`src/rtl/mc8051_mem_arbiter_pkg.sv`:
```
// Shared types and constants for the mc8051 memory arbiter.
// Arbiter state encodings, downstream request bundle, completion data select.
package mc8051_mem_arbiter_pkg;

    typedef enum logic [1:0] {
        ARB_IDLE = 2'd0,
        ARB_CPU  = 2'd1,
        ARB_DMA  = 2'd2
    } arb_state_e;

    localparam logic [7:0] ARB_TMO_RDATA = 8'hFF;
    localparam logic [7:0] ARB_WR_RDATA  = 8'h00;

    typedef struct packed {
        logic        we_n;
        logic        rd_n;
        logic        psen_n;
        logic        sfr_n;
        logic [15:0] addr;
        logic [7:0]  wdata;
    } mem_req_t;

    localparam mem_req_t MEM_REQ_IDLE = '{
        we_n:   1'b1,
        rd_n:   1'b1,
        psen_n: 1'b1,
        sfr_n:  1'b1,
        addr:   16'h0000,
        wdata:  8'h00
    };

    // A timed-out transfer reports FF even for writes.
    function automatic logic [7:0] done_rdata(
        input logic       tmo,
        input logic       wr,
        input logic [7:0] rd
    );
        logic [7:0] v;
        v = rd;
        if (tmo) begin
            v = ARB_TMO_RDATA;
        end else if (wr) begin
            v = ARB_WR_RDATA;
        end
        return v;
    endfunction

endpackage

```
`src/rtl/mc8051_bus_watchdog.sv`:
```
// Transfer watchdog: counts stalled cycles, flags the last allowed one.
// TIMEOUT_CYC of 0 never expires.
module mc8051_bus_watchdog #(
    parameter int TIMEOUT_CYC = 255
) (
    input  logic clk,
    input  logic reset_n,
    input  logic clear_i,
    input  logic enable_i,
    output logic expire_o
);

    localparam int CW = (TIMEOUT_CYC > 0) ? $clog2(TIMEOUT_CYC + 1) : 1;
    localparam logic [CW-1:0] LAST =
        CW'((TIMEOUT_CYC > 0) ? TIMEOUT_CYC - 1 : 0);

    logic [CW-1:0] cnt_q;
    logic [CW-1:0] cnt_d;

    always_comb begin
        cnt_d = cnt_q;
        if (clear_i) begin
            cnt_d = '0;
        end else if (enable_i && (cnt_q != LAST)) begin
            cnt_d = cnt_q + 1'b1;
        end
    end

    always_ff @(posedge clk) begin
        if (!reset_n) begin
            cnt_q <= '0;
        end else begin
            cnt_q <= cnt_d;
        end
    end

    assign expire_o = (TIMEOUT_CYC != 0) && enable_i && (cnt_q == LAST);

endmodule

```
`src/rtl/mc8051_mem_arbiter.sv`:
```
// Two-master arbiter for the naive memory bus: BIU has priority,
// DMA gets a forced slot after CPU_BURST_MAX back-to-back CPU grants.
module mc8051_mem_arbiter
    import mc8051_mem_arbiter_pkg::*;
#(
    parameter int CPU_BURST_MAX = 4,
    parameter int TIMEOUT_CYC   = 255
) (
    input  logic        clk,
    input  logic        reset_n,
    input  logic        cpu_we_n,
    input  logic        cpu_rd_n,
    input  logic        cpu_psen_n,
    input  logic        cpu_sfr_n,
    input  logic [15:0] cpu_addr,
    input  logic [7:0]  cpu_wdata,
    output logic        cpu_data_rdy,
    output logic [7:0]  cpu_rdata,
    output logic        cpu_err,
    input  logic        dma_req,
    input  logic        dma_we,
    input  logic [15:0] dma_addr,
    input  logic [7:0]  dma_wdata,
    output logic        dma_ack,
    output logic [7:0]  dma_rdata,
    output logic        dma_err,
    output logic        mem_we_n,
    output logic        mem_rd_n,
    output logic        mem_psen_n,
    output logic        mem_sfr_n,
    output logic [15:0] mem_addr,
    output logic [7:0]  mem_wdata,
    input  logic        mem_data_rdy,
    input  logic [7:0]  mem_rdata,
    output logic        bus_owner
);

    localparam int BW = $clog2(CPU_BURST_MAX + 1);
    localparam logic [BW-1:0] BURST_LIM = BW'(CPU_BURST_MAX);

    arb_state_e    state_q, state_d;
    mem_req_t      req_q, req_d;
    logic [BW-1:0] burst_q, burst_d;
    logic          owner_q, owner_d;
    logic          cpu_rdy_q, cpu_rdy_d;
    logic          cpu_err_q, cpu_err_d;
    logic          dma_ack_q, dma_ack_d;
    logic          dma_err_q, dma_err_d;
    logic [7:0]    cpu_rdata_q, cpu_rdata_d;
    logic [7:0]    dma_rdata_q, dma_rdata_d;

    logic       cpu_req;
    logic       idle;
    logic       in_xfer;
    logic       force_dma;
    logic       grant_cpu;
    logic       grant_dma;
    logic       expire;
    logic       done;
    logic [7:0] fin_rdata;

    assign cpu_req   = ~(cpu_we_n & cpu_rd_n & cpu_psen_n);
    assign idle      = (state_q == ARB_IDLE);
    assign in_xfer   = ~idle;
    assign force_dma = dma_req && (burst_q == BURST_LIM);
    assign grant_cpu = idle && cpu_req && !force_dma;
    assign grant_dma = idle && !grant_cpu && dma_req;
    assign done      = in_xfer && (mem_data_rdy || expire);
    assign fin_rdata = done_rdata(expire, ~req_q.we_n, mem_rdata);

    mc8051_bus_watchdog #(
        .TIMEOUT_CYC(TIMEOUT_CYC)
    ) u_wdog (
        .clk      (clk),
        .reset_n  (reset_n),
        .clear_i  (idle),
        .enable_i (in_xfer && !mem_data_rdy),
        .expire_o (expire)
    );

    always_ff @(posedge clk) begin
        if (!reset_n) begin
            state_q <= ARB_IDLE;
        end else begin
            state_q <= state_d;
        end
    end

    always_comb begin
        state_d = state_q;
        unique case (state_q)
            ARB_IDLE: begin
                if (grant_cpu) begin
                    state_d = ARB_CPU;
                end else if (grant_dma) begin
                    state_d = ARB_DMA;
                end
            end
            ARB_CPU, ARB_DMA: begin
                if (done) begin
                    state_d = ARB_IDLE;
                end
            end
            default: state_d = ARB_IDLE;
        endcase
    end

    always_comb begin
        req_d       = req_q;
        owner_d     = owner_q;
        burst_d     = burst_q;
        cpu_rdy_d   = 1'b0;
        cpu_err_d   = 1'b0;
        dma_ack_d   = 1'b0;
        dma_err_d   = 1'b0;
        cpu_rdata_d = cpu_rdata_q;
        dma_rdata_d = dma_rdata_q;
        unique case (1'b1)
            grant_cpu: begin
                req_d = '{
                    we_n:   cpu_we_n,
                    rd_n:   cpu_rd_n,
                    psen_n: cpu_psen_n,
                    sfr_n:  cpu_sfr_n,
                    addr:   cpu_addr,
                    wdata:  cpu_wdata
                };
                owner_d = 1'b0;
                burst_d = burst_q + BW'(dma_req);
            end
            grant_dma: begin
                req_d = '{
                    we_n:   ~dma_we,
                    rd_n:   dma_we,
                    psen_n: 1'b1,
                    sfr_n:  1'b1,
                    addr:   dma_addr,
                    wdata:  dma_wdata
                };
                owner_d = 1'b1;
                burst_d = '0;
            end
            done: begin
                req_d.we_n   = 1'b1;
                req_d.rd_n   = 1'b1;
                req_d.psen_n = 1'b1;
                req_d.sfr_n  = 1'b1;
                if (owner_q) begin
                    dma_ack_d   = 1'b1;
                    dma_err_d   = expire;
                    dma_rdata_d = fin_rdata;
                end else begin
                    cpu_rdy_d   = 1'b1;
                    cpu_err_d   = expire;
                    cpu_rdata_d = fin_rdata;
                end
            end
            default: ;
        endcase
        // The starvation count only matters while DMA is actually waiting.
        if (!dma_req) begin
            burst_d = '0;
        end
    end

    always_ff @(posedge clk) begin
        if (!reset_n) begin
            req_q       <= MEM_REQ_IDLE;
            owner_q     <= 1'b0;
            burst_q     <= '0;
            cpu_rdy_q   <= 1'b0;
            cpu_err_q   <= 1'b0;
            dma_ack_q   <= 1'b0;
            dma_err_q   <= 1'b0;
            cpu_rdata_q <= 8'h00;
            dma_rdata_q <= 8'h00;
        end else begin
            req_q       <= req_d;
            owner_q     <= owner_d;
            burst_q     <= burst_d;
            cpu_rdy_q   <= cpu_rdy_d;
            cpu_err_q   <= cpu_err_d;
            dma_ack_q   <= dma_ack_d;
            dma_err_q   <= dma_err_d;
            cpu_rdata_q <= cpu_rdata_d;
            dma_rdata_q <= dma_rdata_d;
        end
    end

    assign mem_we_n     = req_q.we_n;
    assign mem_rd_n     = req_q.rd_n;
    assign mem_psen_n   = req_q.psen_n;
    assign mem_sfr_n    = req_q.sfr_n;
    assign mem_addr     = req_q.addr;
    assign mem_wdata    = req_q.wdata;
    assign bus_owner    = owner_q;
    assign cpu_data_rdy = cpu_rdy_q;
    assign cpu_err      = cpu_err_q;
    assign cpu_rdata    = cpu_rdata_q;
    assign dma_ack      = dma_ack_q;
    assign dma_err      = dma_err_q;
    assign dma_rdata    = dma_rdata_q;

endmodule

```
`config.mk`:
```
export PLATFORM = sky130hd
export DESIGN_NAME = mc8051_mem_arbiter
export DESIGN_NICKNAME = d
export VERILOG_FILES = /design/src/rtl/mc8051_mem_arbiter_pkg.sv /design/src/rtl/mc8051_bus_watchdog.sv /design/src/rtl/mc8051_mem_arbiter.sv
export SDC_FILE = /design/constraint.sdc
export NUM_CORES = 1
export LEC_CHECK = 0
export ABC_CLOCK_PERIOD_IN_PS = 4600
export BUFFER_PORTS_ARGS = -buffer_cell sky130_fd_sc_hd__buf_2
export CAP_MARGIN = 40
export CORE_MARGIN = 8
export CORE_UTILIZATION = 50
export DETAILED_ROUTE_END_ITERATION = 7
export GPL_TIMING_DRIVEN = 0
export PLACE_DENSITY_LB_ADDON = 0.15
export SYNTH_ARGS = -nofsm -noshare
export SYNTH_HDL_FRONTEND = slang
export SYNTH_HIERARCHICAL = 1
export SYNTH_SLANG_ARGS = --single-unit
```
`constraint.sdc`:
```
create_clock -name clk -period 4.6 [get_ports clk]
set_input_delay 0.92 -clock clk [delete_from_list [all_inputs] [get_ports clk]]
set_output_delay 0.92 -clock clk [all_outputs]
set_load 0.1 [all_outputs]
```
# ---- Yosys cells after proc, flatten, opt, wreduce, memory -nomap -nowiden
# Index checks and enable logic that the tools add are counted.
# W data, S select, Z words.
dict set report op_classes {
  addsub 2
  n_eq_ne 7
  mux 12
  bitwise 8
  reduce_logical 25
}
# op n
set ops {}
lappend ops {{$pmux W24 S2} 1}
lappend ops {{$mux W8} 2}
lappend ops {{$pmux W4 S3} 1}
lappend ops {{$reduce_and A2 Y1} 5}
lappend ops {{$logic_and A1 B1 Y1} 9}
lappend ops {{$add A8 B1 Y8 const B} 1}
lappend ops {{$eq A8 B8 Y1 const B} 1}
lappend ops {{$ne A8 B8 Y1 const B} 1}
lappend ops {{$mux W2} 3}
lappend ops {{$not A1 Y1} 6}
lappend ops {{$pmux W3 S2} 1}
lappend ops {{$pmux W2 S2} 1}
lappend ops {{$reduce_or A2 Y1} 2}
lappend ops {{$add A3 B1 Y3} 1}
lappend ops {{$eq A3 B3 Y1 const B} 1}
lappend ops {{$logic_not A1 Y1} 3}
lappend ops {{$ne A3 B1 Y1 const B} 1}
lappend ops {{$reduce_and A3 Y1} 1}
lappend ops {{$reduce_bool A3 Y1} 1}
lappend ops {{$reduce_or A3 Y1} 1}
lappend ops {{$and A1 B1 Y1} 2}
lappend ops {{$eq A2 B1 Y1 const B} 1}
lappend ops {{$eq A2 B2 Y1 const B} 1}
lappend ops {{$logic_not A2 Y1} 1}
lappend ops {{5 further kinds} 6}
dict set report totals {
  regBits 62
  output_inout_bits 49
  wordCells 70
}

# ---- Depth between registers and ports, before layout
# Gate-level depths: netlist of the first run.
dict set report logic_depth {
  ltp_word 11
  mapped_depth 10
  ltp_nobuf 8
}

# ---- Cells and area by module
# The synthesis of the first run kept the hierarchy.
# module instances cells_per_inst area_each_um2 seq_area_each_um2
set modules_own_cells {}
lappend modules_own_cells {mc8051_mem_arbiter 1 246 2328.5 1081.0}
lappend modules_own_cells {mc8051_bus_watchdog 1 51 440.4 160.2}

# ---- Worst setup path after synthesis of the first run
# Ideal clock, no wire load.
dict set report synth_path {
  path_kind {input to register}
  from {in mem_data_rdy}
  to {reg cpu_rdata_q[7] (netlist: cpu_rdata[7])}
  arrival_time_ns 2.125
  required_ns 4.514
  slack_ns 2.389
  cell_stages 7
  n_path_buf 1
  path_cell_list {nor2_1 and3_1 o21bai_4 nor2_4 buf_4 nor2_1 a211oi_1}
}
dict set report synth_between {
  elab_chain_cells 6
  elab_cells_between_ends 7
}
# element line
set synth_rtl {}
lappend synth_rtl {{start: declaration} mc8051_mem_arbiter.sv:33} ;# input logic mem_data_rdy,
lappend synth_rtl {{$logic_not A1 Y1 (*)} mc8051_mem_arbiter.sv:77} ;# .enable_i (in_xfer && !mem_data_rdy),
lappend synth_rtl {{$logic_and A1 B1 Y1 (*)} mc8051_mem_arbiter.sv:77}
lappend synth_rtl {{$logic_and A1 B1 Y1 (*)} mc8051_bus_watchdog.sv:37} ;# assign expire_o = (TIMEOUT_CYC != 0) && enable_i && (cnt_q == LAST);
lappend synth_rtl {{net expire} mc8051_mem_arbiter.sv:58} ;# logic expire;
lappend synth_rtl {{$logic_or A1 B1 Y1} mc8051_mem_arbiter.sv:68} ;# assign done = in_xfer && (mem_data_rdy || expire);
lappend synth_rtl {{$logic_and A1 B1 Y1} mc8051_mem_arbiter.sv:68}
lappend synth_rtl {{$reduce_and A2 Y1 (no line)} -}
lappend synth_rtl {{end signal: assignment} mc8051_mem_arbiter.sv:185} ;# cpu_rdata_q <= cpu_rdata_d;
lappend synth_rtl {{end: declaration} mc8051_mem_arbiter.sv:49} ;# logic [7:0] cpu_rdata_q, cpu_rdata_d;
# Mark *: on every way through the listed nets, which the timed path passes. The rest lies on a longest branch.
# A chain may end at the register's enable or synchronous reset.

# ---- Final worst setup path of the first run
dict set report layout_path {
  from {reg state_q[0]}
  to {reg cpu_rdata_q[7] (netlist: cpu_rdata[7])}
}
dict set report layout_between {
  elab_chain_cells 7
  elab_cells_between_ends 8
}
# element line
set layout_rtl {}
lappend layout_rtl {{start: declaration} mc8051_mem_arbiter.sv:41} ;# arb_state_e state_q, state_d;
lappend layout_rtl {{start signal: assignment} mc8051_mem_arbiter.sv:85} ;# state_q <= state_d;
lappend layout_rtl {{$logic_not A2 Y1 (*)} mc8051_mem_arbiter.sv:63} ;# assign idle = (state_q == ARB_IDLE);
lappend layout_rtl {{net idle} mc8051_mem_arbiter.sv:53} ;# logic idle;
lappend layout_rtl {{$not A1 Y1 (*)} mc8051_mem_arbiter.sv:64} ;# assign in_xfer = ~idle;
lappend layout_rtl {{$logic_and A1 B1 Y1 (*)} mc8051_mem_arbiter.sv:77}
lappend layout_rtl {{$logic_and A1 B1 Y1 (*)} mc8051_bus_watchdog.sv:37}
lappend layout_rtl {{net expire} mc8051_mem_arbiter.sv:58}
lappend layout_rtl {{$logic_or A1 B1 Y1} mc8051_mem_arbiter.sv:68}
lappend layout_rtl {{$logic_and A1 B1 Y1} mc8051_mem_arbiter.sv:68}
lappend layout_rtl {{$reduce_and A2 Y1 (no line)} -}
# Marks and branches as above.

==> flow_summary.yaml, run 1 <==
worst_setup_path:
  slowest_delay_ns: 0.31
  crit_path_end: "cpu_rdata[7]$_SDFFE_PN0P_"
  reg2reg_from: "state_q[0]$_SDFFE_PN0P_"
  r2r_setup_slack_ns: 2.31
  crit_path_end_kind: "register"
  crit_family: "simple AND/OR/NAND/NOR gates"
  rr_worst_depth: 10
  crit_fanout: 10
  timing.rr.end: "cpu_rdata[7]$_SDFFE_PN0P_"
  crit_path_frequent_cell: "nor2_1"
  critPathKind: "reg -> reg"
  worst-path-buf-inv: 3
  worst_path_max_delay_cell: "dfxtp_1"
  arrival_ns: 2.54
  startpoint: "state_q[0]$_SDFFE_PN0P_"
  crit_chain: "inv_1 > ha_1 > buf_2 > nor2_1 > and3_1 > o21bai_4 > nor2_4 > buf_4 > nor2_1 > a211oi_1"
  startpoint_type: "register"
  worst-path-stages: 10
  required_ns: 4.85
placed_design:
  place_ws_ns: 2.06
  dp_hpwl_mm: 5.67
  io_buffers: 113
  place.gp.congestion: 0.796
sta:
  period_needed_ns: 2.29
  timing.final.crit_share: 0.498
  tightest_slew_ns: 0.534
  slew_headroom: 0.642
  max_freq_mhz: 436
  grt_setup_unrepaired: "no"
  slew_viol_final: 0
  setup_viol: 0
  fin_ws_ns: 2.31
  finalHoldViolCount: 0
  tns_ns: 0
  finClkSkew_ns: 0.00494
cells_and_area:
  nets: 491
  final_cell_mix: "117 x buf_2, 62 x dfxtp_1, 43 x a21oi_1, 40 x nand2_1"
  fill_cells: 477
  area_growth_pct: 31.7
  antenna_cells: 0
  drive_above_1_share: 0.404
  final_common_cell: "buf_2"
  multi_input_area_mm2: 0.00136
  seq_area_mm2: 0.00124
  fin_util: 0.671
power:
  p_int_uw: 1260
  p_comb_frac: 0.527
  seqPwrFrac: 0.269
  p_per_area_mw_per_mm2: 715
  switching_share: 0.518
  max-vdd-ir-drop_mv: 0.472
  clkPwrFrac: 0.204
  power.leakage_uw: 0.00162
  p_switching_uw: 1350
logic_synthesis:
  synth-simple-area-share: 0.172
  synth-compound-area-share: 0.288
  ys.warnings.count: 6
  syn-num-nets: 367
  synthesis.area_mm2: 0.00277
  synth_top_family_by_area: "compound AO/OA/AOI/OAI gates"
  synth-xor-area-share: 0
  ys_ff_latch: 62
  syn-instance-count: 297
  yosys.area_share.adder: 0.0226
  muxShareOfSynthArea: 0.00723
  ys_types: 46
  avgSynthCellArea_um2: 9.32
  seq_area_frac_synth: 0.448
cts:
  cts_made_buffers: 9
  worst_skew_pair.late_latency_ns: 0.33
  clk_pin_slew_ns: 0.07
  post_cts_buffers: 0
  cts_tree: "yes"
  clock-sinks: 62
  cts_hold_buf: 0
  cts_htree_levels: 3
  cts-root-buf: "clkbuf_8"
  post_cts_resize_count: 0
  clock_path_buffers: 2
floorplanning:
  die_height_um: 90.4
  rows: 27
  die_area_mm2: 0.00817
  chipWidth_um: 90.4
  coreArea_mm2: 0.00544
  start_util: 0.509
  ios: 114
detailed_routing:
  route.vias.total: 2688
  firstDrtPassIters: 4
  drc: 0
  drtAntennaViolNets: 0
  wl_per_cell_um: 15.2
  first_iter_violations: 90
  vias_per_cell: 5.40
  routed_wl_mm: 7.58
min_path:
  hp-class: "reg -> reg"
outcome:
  status: "finished, final reports clean"
global_route:
  grt_pass1_wl_mm: 12.7
  grt_antenna_before_repair: 0
  overflow: 0
  grt_max_degree: 12
  grt_pass1_vias: 2733
  grtUsageTotal: 0.186
flow_run:
  maxCapViolCount: 0
==> worst min-delay path, stage by stage, from the launching register on <==
cell	delay, ns
dfxtp_1	0.33
nand2b_1	0.06
nand3_1	0.06
==> stage by stage <==
stage | hold WS (ns) | instance area, um^2 | power (uW) | std cells
floorplan | 0.449 | 2770 | 1850 | 297
global placement | 0.441 | 3420 | 2070 | 482
detailed placement | 0.453 | 3420 | 2090 | 482
CTS | 0.471 | 3650 | 2630 | 498
global route | 0.505 | 3650 | 2730 | 498
finish | 0.468 | 3650 | 2610 | 498
==> logic make-up (layout without fill, tap and decap cells) <==
logic type / count (synthesis) / count (layout)
compound gates: 106 / 106
mux: 2 / 2
simple gates: 94 / 94
fa+ha+maj: 5 / 5
buf+inv: 28 / 157
flops: 62 / 62
==> synthesized netlist by cell type (all sizes together) <==
library cell	count	area share
and4	1	0.0032
nor4	1	0.0023
a21oi	44	0.081
dfxtp	62	0.45
o211ai	2	0.0054
a211o	1	0.0032
and4b	1	0.0036
nand4b	2	0.0063
a311oi	1	0.0032
a21boi	1	0.0041
nor2	20	0.033
nor3	8	0.019
inv	8	0.011
a31o	1	0.0032
and4bb	1	0.0059
clkbuf	6	0.0081
o32ai	1	0.0032
nand4	2	0.0045
o21a	2	0.0054
nor2b	2	0.0045
a31oi	3	0.0090
and3	8	0.018
o21bai	1	0.0068
nand3	3	0.0054
a22oi	24	0.099
buf	14	0.043
nand2b	4	0.0090
ha	5	0.023
or4	1	0.0027
nand2	40	0.054
mux2i	2	0.0072
o21ai	5	0.0090
a211oi	19	0.052
o21ba	1	0.0036
==> worst min-delay path by stage <==
stage,startpoint,to,cells past startpoint
after floorplan,u_wdog/cnt_q[4]$_SDFFE_PP0P_,u_wdog/cnt_q[4]$_SDFFE_PP0P_,2
after global placement,mem_psen_n$_SDFFE_PN1P_,mem_psen_n$_SDFFE_PN1P_,2
after detailed placement,mem_psen_n$_SDFFE_PN1P_,mem_psen_n$_SDFFE_PN1P_,2
after CTS,mem_psen_n$_SDFFE_PN1P_,mem_psen_n$_SDFFE_PN1P_,2
after global routing,mem_psen_n$_SDFFE_PN1P_,mem_psen_n$_SDFFE_PN1P_,2
final,mem_psen_n$_SDFFE_PN1P_,mem_psen_n$_SDFFE_PN1P_,2
==> layout make-up <==
cell class                      count  area share
Timing Repair Buffer              113       0.155
Sequential cell                    62       0.340
Buffer                             20      0.0391
Clock inverter                      6      0.0233
Tap cell                           72      0.0247
Clock buffer                       10      0.0377
Multi-Input combinational cell    207       0.372
Inverter                            8     0.00823
==> sequential cells by signal, summed over array words and instances (netlist names) <==
signal	flops
burst_q	3
dma_rdata	8
dma_ack	1
cpu_data_rdy	1
bus_owner	1
cpu_rdata	8
mem_psen_n	1
u_wdog/cnt_q	8
mem_we_n	1
mem_sfr_n	1
state_q	2
mem_wdata	8
mem_rd_n	1
dma_err	1
mem_addr	16
cpu_err	1
==> routing by layer <==
metal	routed length [um]	GRT usage	up-vias
met2	3780	0.309	83
met4	117	0.0874	0
met5	0	0	-
met1	3080	0.203	1260
met3	605	0.0748	11
li1	-	-	1334
==> power groups by stage <==
stage	sequential [uW]	clock, uW	combinational (uW)
after global routing	716	566	1450
after detailed placement	712	0	1380
after floorplan	1410	0	440
after global placement	708	0	1360
after CTS	701	543	1380
final	702	531	1370
Power figures use the tool's default switching activity.
==> run 2, diff against run 1 <==
--- a/config.mk
+++ b/config.mk
@@ -5,11 +5,12 @@
 export SDC_FILE = /design/constraint.sdc
 export NUM_CORES = 1
 export LEC_CHECK = 0
-export ABC_CLOCK_PERIOD_IN_PS = 4600
+export ABC_AREA = 1
+export ABC_CLOCK_PERIOD_IN_PS = 2400
 export BUFFER_PORTS_ARGS = -buffer_cell sky130_fd_sc_hd__buf_2
 export CAP_MARGIN = 40
 export CORE_MARGIN = 8
-export CORE_UTILIZATION = 50
+export CORE_UTILIZATION = 49
 export DETAILED_ROUTE_END_ITERATION = 7
 export GPL_TIMING_DRIVEN = 0
 export PLACE_DENSITY_LB_ADDON = 0.15
==> constraint.sdc (replaced) <==
create_clock -name clk -period 2.4 [get_ports clk]
set_input_delay 0.48 -clock clk [delete_from_list [all_inputs] [get_ports clk]]
set_output_delay 0.48 -clock clk [all_outputs]
set_load 0.1 [all_outputs]
==> run 2 against run 1 <==
  * Sequential power is 65% higher
  * Clock power increased by 90%
  * Non-clock buffer count did not move
  * First-iteration DRC count fell by 7.8%
  * Die area rose by 9.2%
  * Combinational power decreased by 14%
  * Area after synthesis is 9.0% higher
  * Critical endpoint is now cpu_rdata[0]$_SDFFE_PN0P_
  * Largest power group unchanged
==> flow_summary.yaml, run 2 <==
min_path:
  hp-class: "in -> reg"
  min_path_cells: 3
sta:
  finClkSkew_ns: 0.00896
  fin_ws_ns: 0.183
  tns_ns: 0
  setup_viol: 0
  period_needed_ns: 2.22
  slew_viol_final: 0
  timing.final.crit_share: 0.924
  hold-worst-slack_ns: 0.361
  slew_headroom: 0.663
  grt_setup_unrepaired: "no"
  tightest_slew_ns: 0.506
  max_freq_mhz: 451
  finalHoldViolCount: 0
detailed_routing:
  routed_wl_mm: 8.01
  drtAntennaViolNets: 0
  drc: 0
  vias_per_cell: 4.85
  firstDrtPassIters: 4
  first_iter_violations: 83
  route.vias.total: 3046
  wl_per_cell_um: 12.8
logic_synthesis:
  ys_ff_latch: 62
  synthesis.area_mm2: 0.00302
  seq_area_frac_synth: 0.411
  synth.most_common_cell: "nand2_1"
  syn-num-nets: 494
  synth_common_cells: "136 x nand2_1, 65 x nand3_1, 62 x dfxtp_1"
  synth_edf_count: 0
  yosys-top-cells-area: "dfxtp_1 41%, nand2_1 17%, nand3_1 11%"
  ys_types: 31
  ys.warnings.count: 6
  yosysTopAreaCell: "dfxtp_1"
  synth-main-ff-cell: "dfxtp_1"
  async_flop_share: 0
  synth_top_area_frac: 0.411
  avgSynthCellArea_um2: 7.12
  syn-instance-count: 424
cts:
  clock_path_buffers: 2
  cts_tree: "yes"
  cts_hold_buf: 0
  clock-sinks: 62
  cts_made_buffers: 9
  post_cts_resize_count: 0
  post_cts_buffers: 0
  clk_pin_slew_ns: 0.07
  cts-root-buf: "clkbuf_8"
  cts_htree_levels: 3
  worst_skew_pair.late_latency_ns: 0.34
power:
  max-vdd-ir-drop_mv: 0.590
  power.leakage_uw: 0.00208
  p_per_area_mw_per_mm2: 860
floorplanning:
  die_area_mm2: 0.00893
  rows: 28
  start_util: 0.507
  die_height_um: 94.5
  coreArea_mm2: 0.00596
  chipWidth_um: 94.5
  ios: 114
flow_run:
  maxCapViolCount: 0
global_route:
  overflow: 0
  grt_max_degree: 13
  grt_antenna_before_repair: 0
  grt_pass1_vias: 3034
  grt_pass1_wl_mm: 13.0
  grtUsageTotal: 0.179
worst_setup_path:
  crit_fanout: 9
  startpoint_type: "register"
  crit_path_end_kind: "register"
  arrival_ns: 2.45
  required_ns: 2.63
  critPathKind: "reg -> reg"
  rr_worst_depth: 10
cells_and_area:
  drive_above_1_share: 0.297
  area_growth_pct: 29.2
  final_common_cell: "nand2_1"
  layoutNonFillerInstCount: 628
  antenna_cells: 0
  final_cell_mix: "136 x nand2_1, 114 x buf_2, 65 x nand3_1, 62 x dfxtp_1, 49 x inv_1"
  fill_cells: 560
  nets: 618
  fin_util: 0.655
  largest_reg_flops: 16
placed_design:
  dp_hpwl_mm: 6.04
  place_inst: 612
  place.gp.congestion: 0.796
  place_ws_ns: 0.214
  io_buffers: 113
outcome:
  status: "finished, final reports clean"
[run 2: cell types whose count changed in the layout (fill, tap and decap cells not counted), moves of 4 or more]
cell	before	now
nand2_1	40	136
nand3_1	3	65
inv_1	7	49
a211oi_1	19	0
a21oi_1	43	24
a22oi_2	19	0
and3_1	8	0
clkbuf_8	10	16
o21ai_0	4	10
a22oi_1	5	0
nor3_1	7	2
buf_6	1	5
nand2_2	0	4
[run 2: final cells by class]
class	count	area [um^2]	area share
tap	75	93.8	0.0241
sequential	62	1240	0.318
inverter	54	205	0.0526
clock buffer	9	124	0.0318
timing repair buffer	113	566	0.145
buffer	20	195	0.0500
multi-input combinational	288	1380	0.353
clock inverter	7	97.6	0.0250
[run 2: through the flow]
stage	cell area (um^2)	total power, uW
finish	3900	3350
global placement	3680	2350
global route	3900	3510
floorplan	3020	2130
CTS	3900	3380
detailed placement	3680	2360
[run 2: worst max-delay path: stages, from the launching register on]
cell and delay [ns]:
dfxtp_1 0.33, inv_1 0.05, ha_1 0.28, nor2_1 0.42
inv_1 0.08, nor2_1 0.19, o21ai_2 0.14, or2_1 0.24
buf_6 0.14, o21ai_0 0.18, a21oi_1 0.06
[run 2: worst paths after layout]
check	from	end	slack, ns
worst min register to register	cpu_rdata[7]$_SDFFE_PN0P_	cpu_rdata[7]$_SDFFE_PN0P_	0.44
worst min-delay path	cpu_sfr_n	mem_sfr_n$_SDFFE_PN1P_	0.36
worst max register to register	state_q[0]$_SDFFE_PN0P_	cpu_rdata[0]$_SDFFE_PN0P_	0.18
worst max-delay path	state_q[0]$_SDFFE_PN0P_	cpu_rdata[0]$_SDFFE_PN0P_	0.18
[run 2: logic make-up after synthesis]
logic type                 Yosys count  synth area share
buffers and inverters               74             0.133
xor gates and xnor gates             4            0.0116
adders and majority gates            5            0.0207
DFF                                 62             0.411
and+or+nand+nor                    241             0.354
AOI/OAI and AO/OA                   38            0.0705
[run 2: metal layers]
metal	part of all wire	vias to the layer above	GRT usage	wire (um)
met1	0.41	1369	0.199	3290
met5	0	-	0	0
met3	0.085	9	0.0524	684
met2	0.49	83	0.308	3940
met4	0.012	0	0.0858	97
li1	-	1585	-	-
[run 2: report_power, final]
| group | internal, uW | switching, uW | leakage [uW] |
|---|---|---|---|
| combinational | 262 | 920 | 0.00147 |
| sequential | 1120 | 40.8 | 0.000508 |
| clock | 587 | 427 | 0.000106 |
==> run 3, diff against run 2 <==
--- a/config.mk
+++ b/config.mk
@@ -9,8 +9,10 @@
 export ABC_CLOCK_PERIOD_IN_PS = 2400
 export BUFFER_PORTS_ARGS = -buffer_cell sky130_fd_sc_hd__buf_2
 export CAP_MARGIN = 40
+export CORE_ASPECT_RATIO = 1.1
 export CORE_MARGIN = 8
-export CORE_UTILIZATION = 49
+export CORE_UTILIZATION = 50
+export CTS_BUF_LIST = sky130_fd_sc_hd__clkbuf_8
 export DETAILED_ROUTE_END_ITERATION = 7
 export GPL_TIMING_DRIVEN = 0
 export PLACE_DENSITY_LB_ADDON = 0.15
==> run 3 against run 2 <==
  * Hold slack got worse by 0.0091 ns
  * Worst setup slack improved by 0.12 ns
  * Via count down 0.30%
  * Clock power barely moved
  * Clock-buffer cell count increased by 1
  * Sequential power about the same
  * Combinational power about the same
  * Fmax is 5.9% higher
==> flow_summary.yaml, run 3 (synthesis results as in run 2) <==
outcome:
  status: "finished, final reports clean"
power:
  p_int_uw: 1990
  p_comb_frac: 0.352
  power.leakage_uw: 0.00208
  switching_share: 0.409
  clkPwrFrac: 0.304
  seqPwrFrac: 0.344
  p_switching_uw: 1370
  p_per_area_mw_per_mm2: 860
  total_power_uw: 3360
  max-vdd-ir-drop_mv: 0.617
floorplanning:
  die_height_um: 97.5
  chipWidth_um: 90.1
  rows: 29
  ios: 114
  die_area_mm2: 0.00878
  coreArea_mm2: 0.00581
  start_util: 0.520
global_route:
  use_met3: 0.0618
  grt_max_degree: 12
  grtUsageTotal: 0.179
  grt_antenna_before_repair: 0
  grt_pass1_wl_mm: 13.2
  grt_pass1_vias: 2968
  grt.met1_usage: 0.200
  grt.busiest_layer: "met2"
  gr-usage-met2: 0.304
  overflow: 0
cts:
  cts_tree: "yes"
  cts_hold_buf: 0
  clk_pin_slew_ns: 0.07
  cts_made_buffers: 9
  clock_path_buffers: 2
  clock-sinks: 62
  cts_htree_levels: 3
  worst_skew_pair.late_latency_ns: 0.34
  cts-root-buf: "clkbuf_8"
sta:
  setup_viol: 0
  timing.final.crit_share: 0.873
  slew_headroom: 0.652
  max_freq_mhz: 477
  finClkSkew_ns: 0.00845
  tns_ns: 0
  tightest_slew_ns: 0.523
  slew_viol_final: 0
  grt_setup_unrepaired: "no"
  period_needed_ns: 2.09
  finalHoldViolCount: 0
detailed_routing:
  route.vias.total: 3037
  wl_per_cell_um: 12.6
  firstDrtPassIters: 4
  drc: 0
  first_iter_violations: 107
  drtAntennaViolNets: 0
  vias_per_cell: 4.82
  routed_wl_mm: 7.91
worst_setup_path:
  crit_fanout: 9
  required_ns: 2.63
  rr_worst_depth: 10
  timing.rr.end: "cpu_rdata[7]$_SDFFE_PN0P_"
  startpoint: "state_q[0]$_SDFFE_PN0P_"
  arrival_ns: 2.32
  startpoint_type: "register"
  crit_path_end_kind: "register"
  critPathKind: "reg -> reg"
  reg2reg_from: "state_q[0]$_SDFFE_PN0P_"
  r2r_setup_slack_ns: 0.31
cells_and_area:
  largest_reg_flops: 16
  final_cell_mix: "136 x nand2_1, 114 x buf_2, 65 x nand3_1, 62 x dfxtp_1, 49 x inv_1"
  final_common_cell: "nand2_1"
  nets: 618
  fill_cells: 533
  fin_util: 0.673
  area_growth_pct: 29.4
  layoutNonFillerInstCount: 630
  antenna_cells: 0
  drive_above_1_share: 0.298
placed_design:
  io_buffers: 113
  dp_hpwl_mm: 6.02
  place_inst: 614
  place.gp.congestion: 0.813
min_path:
  hp-start: "cpu_sfr_n"
  min_path_cells: 3
  hp-class: "in -> reg"
  min_to: "mem_sfr_n$_SDFFE_PN1P_"
flow_run:
  maxCapViolCount: 0
[run 3: worst max path at each step]
| stage | endpoint | slack (ns) |
|---|---|---|
| final | cpu_rdata[7]$_SDFFE_PN0P_ | 0.31 |
| after global routing | cpu_rdata[7]$_SDFFE_PN0P_ | 0.07 |
| after CTS | cpu_rdata[7]$_SDFFE_PN0P_ | 0.18 |
| after detailed placement | cpu_rdata[7]$_SDFFE_PN0P_ | 0.19 |
| after global placement | cpu_rdata[7]$_SDFFE_PN0P_ | 0.26 |
| after floorplan | cpu_rdata[2]$_SDFFE_PN0P_ | 0.45 |
[run 3: power groups by stage]
stage	combinational (uW)	clock (uW)	sequential (uW)
2_1_floorplan	381	0	1750
3_3_place_gp	1170	0	1180
3_5_place_dp	1180	0	1180
4_1_cts	1190	1040	1160
5_1_grt	1260	1100	1170
6_report	1180	1020	1160
[run 3: layout make-up]
class / instances / area [um^2] / share of cell area
multi-input cells: 288 / 1380 / 0.353
repair buffers: 113 / 566 / 0.145
clock buffers: 10 / 138 / 0.0352
flip-flops and latches: 62 / 1240 / 0.318
well taps: 77 / 96.3 / 0.0247
clock inverters: 6 / 85.1 / 0.0218
plain buffers: 20 / 195 / 0.0500
inverters: 54 / 205 / 0.0525
[run 3: critical path, stage by stage, from the launching register on]
cell,delay (ns)
dfxtp_1,0.33
inv_1,0.04
ha_1,0.29
nor2_2,0.31
inv_1,0.07
nor2_1,0.19
o21ai_2,0.14
or2_1,0.24
buf_6,0.14
o21ai_0,0.18
a21oi_1,0.06
[run 3: repair_timing]
item,4_1_cts,5_1_grt
setup buffers,0,0
setup endpoints to repair,0,15
gates resized for setup,0,1
endpoints found under the hold margin,0,0
[run 3: metrics by stage]
stage,hold WS [ns],cell area (um^2),setup slack [ns]
3_5_place_dp,0.434,3680,0.187
3_3_place_gp,0.433,3680,0.260
5_1_grt,0.354,3910,0.0744
6_report,0.352,3910,0.306
4_1_cts,0.343,3900,0.176
2_1_floorplan,0.439,3020,0.449
[run 3: routing by layer]
layer	vias up	share of wire
met5	-	0
met1	1359	0.44
met2	90	0.47
met3	7	0.078
met4	0	0.010
li1	1581	-
